--- src/rtl/toggle_monitor.sv ---
// Observer for a T flip-flop stage: q edge pulses, saturating edge count and rise-to-rise period.
// Define TOGGLE_MON_COMP_CHECK_EN to enable the sticky qb/q complement check on comp_err.
module toggle_monitor #(
    parameter int CNT_W = 8,
    parameter int PER_W = 8
) (
    input  logic             clk,
    input  logic             rst_n,
    input  logic             clr,
    input  logic             q_in,
    input  logic             qb_in,
    output logic             rise,
    output logic             fall,
    output logic [CNT_W-1:0] edge_cnt,
    output logic             cnt_sat,
    output logic [PER_W-1:0] period,
    output logic             period_vld,
    output logic             period_ovf,
    output logic             comp_err
);

    typedef enum logic [0:0] {
        ST_IDLE  = 1'b0,
        ST_ARMED = 1'b1
    } state_t;

    localparam logic [CNT_W-1:0] CNT_MAX = {CNT_W{1'b1}};
    localparam logic [PER_W-1:0] PER_MAX = {PER_W{1'b1}};
    localparam logic [CNT_W-1:0] CNT_ONE = {{(CNT_W-1){1'b0}}, 1'b1};
    localparam logic [PER_W-1:0] PER_ONE = {{(PER_W-1){1'b0}}, 1'b1};

    logic             q_dly_q;
    logic             rise_s;
    logic             fall_s;
    logic [CNT_W-1:0] edge_cnt_d;
    logic             cnt_sat_d;
    logic [PER_W-1:0] per_cnt_q;
    state_t           state_q;

    assign rise_s = q_in & ~q_dly_q;
    assign fall_s = ~q_in & q_dly_q;

    // q history; deliberately immune to clr so clearing never fakes an edge
    always_ff @(posedge clk or negedge rst_n) begin
        if (!rst_n) begin
            q_dly_q <= 1'b0;
        end else begin
            q_dly_q <= q_in;
        end
    end

    // Next-state of the saturating edge counter and its sticky flag
    always_comb begin
        edge_cnt_d = edge_cnt;
        cnt_sat_d  = cnt_sat;
        if (clr) begin
            edge_cnt_d = {CNT_W{1'b0}};
            cnt_sat_d  = 1'b0;
        end else if ((rise_s | fall_s) && (edge_cnt != CNT_MAX)) begin
            edge_cnt_d = edge_cnt + CNT_ONE;
            cnt_sat_d  = cnt_sat | (edge_cnt_d == CNT_MAX);
        end else begin
            edge_cnt_d = edge_cnt;
            cnt_sat_d  = cnt_sat | (edge_cnt == CNT_MAX);
        end
    end

    // Edge pulses and edge counter registers
    always_ff @(posedge clk or negedge rst_n) begin
        if (!rst_n) begin
            rise     <= 1'b0;
            fall     <= 1'b0;
            edge_cnt <= {CNT_W{1'b0}};
            cnt_sat  <= 1'b0;
        end else begin
            rise     <= rise_s & ~clr;
            fall     <= fall_s & ~clr;
            edge_cnt <= edge_cnt_d;
            cnt_sat  <= cnt_sat_d;
        end
    end

    // Period FSM: the first rise only arms, later rises report the cycles since the previous rise
    always_ff @(posedge clk or negedge rst_n) begin
        if (!rst_n) begin
            state_q    <= ST_IDLE;
            per_cnt_q  <= {PER_W{1'b0}};
            period     <= {PER_W{1'b0}};
            period_vld <= 1'b0;
            period_ovf <= 1'b0;
        end else if (clr) begin
            state_q    <= ST_IDLE;
            per_cnt_q  <= {PER_W{1'b0}};
            period     <= {PER_W{1'b0}};
            period_vld <= 1'b0;
            period_ovf <= 1'b0;
        end else begin
            case (state_q)
                ST_IDLE: begin
                    period_vld <= 1'b0;
                    if (rise_s) begin
                        state_q   <= ST_ARMED;
                        per_cnt_q <= PER_ONE;
                    end else begin
                        state_q   <= ST_IDLE;
                    end
                end
                ST_ARMED: begin
                    if (rise_s) begin
                        period     <= per_cnt_q;
                        period_vld <= 1'b1;
                        per_cnt_q  <= PER_ONE;
                        if (per_cnt_q == PER_MAX) begin
                            period_ovf <= 1'b1;
                        end else begin
                            period_ovf <= period_ovf;
                        end
                    end else begin
                        period_vld <= 1'b0;
                        if (per_cnt_q != PER_MAX) begin
                            per_cnt_q <= per_cnt_q + PER_ONE;
                        end else begin
                            per_cnt_q <= per_cnt_q;
                        end
                    end
                end
                default: begin
                    state_q    <= ST_IDLE;
                    per_cnt_q  <= {PER_W{1'b0}};
                    period_vld <= 1'b0;
                end
            endcase
        end
    end

`ifdef TOGGLE_MON_COMP_CHECK_EN
    logic chk_arm_q;

    // Complement check, armed one cycle after reset release so the first edge is skipped
    always_ff @(posedge clk or negedge rst_n) begin
        if (!rst_n) begin
            chk_arm_q <= 1'b0;
            comp_err  <= 1'b0;
        end else begin
            chk_arm_q <= 1'b1;
            if (clr) begin
                comp_err <= 1'b0;
            end else if (chk_arm_q && (qb_in == q_in)) begin
                comp_err <= 1'b1;
            end else begin
                comp_err <= comp_err;
            end
        end
    end
`else
    logic unused_qb_s;
    assign unused_qb_s = qb_in;
    assign comp_err    = 1'b0;
`endif

endmodule

--- config.mk ---
export PLATFORM = sky130hd
export DESIGN_NAME = toggle_monitor
export DESIGN_NICKNAME = d
export VERILOG_FILES = /design/src/rtl/toggle_monitor.sv
export SDC_FILE = /design/constraint.sdc
export NUM_CORES = 1
export LEC_CHECK = 0
export ABC_CLOCK_PERIOD_IN_PS = 1680
export BUFFER_PORTS_ARGS = -buffer_cell sky130_fd_sc_hd__buf_2
export CAP_MARGIN = 10
export CORE_MARGIN = 2
export CORE_UTILIZATION = 49
export DETAILED_ROUTE_END_ITERATION = 7
export PLACE_DENSITY = 0.73
export SLEW_MARGIN = 30
export SYNTH_ARGS = -nofsm -noshare
export SYNTH_HDL_FRONTEND = slang
export SYNTH_SLANG_ARGS = --single-unit
export TNS_END_PERCENT = 10
--- constraint.sdc ---
create_clock -name clk -period 1.68 [get_ports clk]
set_input_delay 0.084 -clock clk [delete_from_list [all_inputs] [get_ports clk]]
set_output_delay 0.084 -clock clk [all_outputs]
set_load 0.02 [all_outputs]
==> results.md <==
| Parameter | Value |
|:---|:---|
| Outcome | complete, no violations |
| TritonCTS clock tree | yes |
| Critical Path Sink Type | flop |
| Dpl ws | -21.5 ps |
| Global router's overall resource usage | 0.191 |
| Clock sink total | 31 |
| Placeable Area | 3050 um^2 |
| Die height | 60.5 um |
| Average footprint of a synthesized cell | 9.71 um^2 |
| Launch point of the worst path | edge_cnt[1] |
| Cell count after placement | 230 |
| Warnings from Yosys | 0 |
| Number of antenna violations at the first check in global routing | 0 |
| Final global-route overflow total | 0 |
| Critical path depth | 6 |
| FMAX | 630 MHz |
| Die Area | 3660 um^2 |
| Final WL | 3.22 mm |
| Initial core utilization | 0.512 |
| Data required, critical path | 1890 ps |
| Maximum Capacitance Violations | 0 |
| Flip-flop and latch count after synthesis | 31 |
| Detailed placement HPWL | 2.21 mm |
| Root buffer cell | sky130_fd_sc_hd__clkbuf_4 |
| Die width | 60.5 um |
| Detail Route Antenna Nets | 0 |
| Max transition margin | 0.545 |
| Worst-Margin Slew | 683 ps |
| Cell area after synthesis | 1560 um^2 |
| Arrival @ worst endpoint | 1800 ps |
| Number of endpoints with negative hold slack in the final report | 0 |
| Leakage component of the power | 0.885 nW |
| Startpoint of the most critical hold path | clr |
| Worst path setup slack after routing | 92.7 ps |
| Layout-stage area growth over the synthesis result | 21.5% |
| Initial drt markers | 86 |
| Critical register-to-register path endpoint | cnt_sat |
| Most common cell after layout, fill and taps aside | sky130_fd_sc_hd__dfrtp_1 |
| Fin cells | 241 |
| Routed wirelength normalized by instance count | 13.3 um |
| Final clock skew | 3.45 ps |
| R2r startpoint | edge_cnt[1] |
| Iteration count of the initial detailed-routing pass | 4 |
| Nets | 206 |
| Gp weighted congestion | 0.802 |
| Combined flip-flop and latch cell area | 778 um^2 |
| Clock latency reported for the late side of the worst-skew pair | 330 ps |
| Routed via count | 1271 |
| Peak supply drop | 0.000552 V |
| Most frequent cells in the layout | 29 x sky130_fd_sc_hd__dfrtp_1, 24 x sky130_fd_sc_hd__buf_2, 22 x sky130_fd_sc_hd__nand2_1 |
| TritonCTS buffer count | 5 |
| Sequential share of the synthesized area | 0.496 |
| Prevailing post-synth register cell | sky130_fd_sc_hd__dfrtp_1 |
| Count of pins over their slew limit | 0 |
| Setup total negative slack | 0 ps |
| CP max stage delay | 430 ps |
| Proportion of layout cells with a drive suffix above 1 | 0.274 |
| Crit path max fanout | 7 |
| Level count of the clock H-tree | 2 |
| Type of the setup path with the least slack | reg -> reg |
| Post-synth net total | 170 |
| Async set-reset flop share out of synthesis | 1.00 |
| Number of antenna cells inserted | 0 |
| Total area of multi-input combinational cells | 786 um^2 |
| Site Rows | 20 |
| Final-layout fill cell count | 267 |
| Global-route wire length before repair | 5.08 mm |
| Number of global-route vias before repair | 1146 |
| Vias per Instance | 5.27 |
| Total DRC errors in the routed layout | 0 |
| Clock-pin transition on the worst setup and hold timing paths | 90 ps |
| Largest delay contributor family on the critical path | simple AND/OR/NAND/NOR gates |
| Distinct cells, synth | 39 |
| Final core utilization | 0.622 |
| Setup repair after global routing missed its margin | no |
| Number of failing setup endpoints in the final timing report | 0 |
| Standard cell with the maximum stage delay on the critical path | sky130_fd_sc_hd__dfrtp_2 |
| Number of synthesized flops with an enable pin | 0 |
| Depth of the worst register-to-register path | 6 |
| Time the final worst path needs with I/O delays and setup | 1590 ps |
| Final worst-path cycle share | 0.945 |
| Series of cell instances along the critical path | ha_4, and3_4, a21oi_4, or2b_1, a31oi_1, nor3_2 |
| Register-to-register path setup slack | 90 ps |
| Buffer levels on the longest clock path | 2 |
| Total I/O pin count | 27 |
| CP startpoint kind | flop |
| Power density over the cells | 734 nW/um^2 |
| Maximum number of pins on one net before global-route repair | 32 |
| Timing endpoint of the critical path | cnt_sat |
| Post-Synthesis Cells | 161 |
| Critical path buffers and inverters | 0 |
| Worst min path class | in -> reg |
| Number of buffers added on ports | 24 |
[metal layers]
layer  routed length [um]  track usage  up-vias
li1                     -            -      617
met1                 1430        0.247      611
met2                 1590        0.293       37
met3                  146       0.0640        6
met4                   41       0.0839        0
met5                    0            0        -
[what timing repair did]
| action | CTS | global route |
|---|---|---|
| pin swaps | 0 | 4 |
| resized for setup | 1 | 4 |
| hold buffers | 2 | 0 |
| setup buffers | 0 | 1 |
| gates cloned | 0 | 1 |
| endpoints found under the hold margin | 32 | 0 |
| setup endpoints to repair | 1 | 3 |
[sequential cells by signal (all words and copies together) (netlist names)]
name,cells
edge_cnt,8
per_cnt_q,8
period,8
cnt_sat,1
fall,1
period_ovf,1
period_vld,1
q_dly_q,1
rise,1
state_q,1
[synthesized netlist by cell type (4+ instances only)]
cell type | n | area share
sky130_fd_sc_hd__dfrtp_1 | 31 | 0.50
sky130_fd_sc_hd__clkbuf_1 | 4 | 0.0096
sky130_fd_sc_hd__xnor2_1 | 7 | 0.039
sky130_fd_sc_hd__ha_1 | 4 | 0.032
sky130_fd_sc_hd__nand2_1 | 22 | 0.053
sky130_fd_sc_hd__inv_1 | 4 | 0.0096
sky130_fd_sc_hd__nor2_1 | 20 | 0.048
sky130_fd_sc_hd__nand3_1 | 6 | 0.019
sky130_fd_sc_hd__xor2_1 | 5 | 0.028
sky130_fd_sc_hd__a21oi_1 | 11 | 0.035
sky130_fd_sc_hd__mux2i_1 | 4 | 0.026
[worst register-to-register path, cell delays in order (launching register included)]
cell and delay [ps]:
sky130_fd_sc_hd__dfrtp_2 430, sky130_fd_sc_hd__ha_4 190, sky130_fd_sc_hd__and3_4 160, sky130_fd_sc_hd__a21oi_4 200, sky130_fd_sc_hd__or2b_1 240, sky130_fd_sc_hd__a31oi_1 190, sky130_fd_sc_hd__nor3_2 70
[stage by stage]
stage | area, um^2 | hold slack [ps] | total power [W]
finish | 1900 | 202 | 0.00139
global route | 1900 | 224 | 0.00146
detailed placement | 1770 | 162 | 0.000960
CTS | 1850 | 195 | 0.00140
global placement | 1770 | 157 | 0.000953
floorplan | 1570 | -212 | 0.000892
[where the power goes]
| part | switching (W) | internal (W) |
|---|---|---|
| registers | 0.0000171 | 0.000763 |
| logic | 0.000107 | 0.0000780 |
| clock network | 0.000234 | 0.000193 |
| total | 0.000359 | 0.00103 |
[how the worst min path moves through the flow]
| stage | endpoint | slack (ps) | cells past startpoint |
|---|---|---|---|
| final | per_cnt_q[2] | 200 | 3 |
| after global placement | edge_cnt[6] | 160 | 1 |
| after floorplan | cnt_sat | -210 | 0 |
| after detailed placement | edge_cnt[4] | 160 | 1 |
| after CTS | per_cnt_q[6] | 200 | 3 |
| after global routing | fall | 220 | 4 |
[layout make-up]
| class | instances | share of cell area |
|---|---|---|
| multi-input combinational | 120 | 0.414 |
| sequential | 31 | 0.410 |
| timing repair buffer | 35 | 0.109 |
| tap | 44 | 0.0290 |
| clock buffer | 6 | 0.0270 |
| inverter | 4 | 0.00791 |
| clock inverter | 1 | 0.00264 |
[kinds of logic (layout without fill, tap and decap cells)]
logic type | Yosys count | after routing | share of synthesized area
muxes | 4 | 4 | 0.0256
and+or+nand+nor | 75 | 75 | 0.246
xor gates and xnor gates | 12 | 12 | 0.0673
other | 1 | 1 | 0.00240
AOI/OAI and AO/OA | 23 | 24 | 0.0969
adders and majority gates | 4 | 4 | 0.0320
buffers and inverters | 11 | 46 | 0.0336
DFF | 31 | 31 | 0.496
No activity file was read; power rests on OpenSTA's default activity.
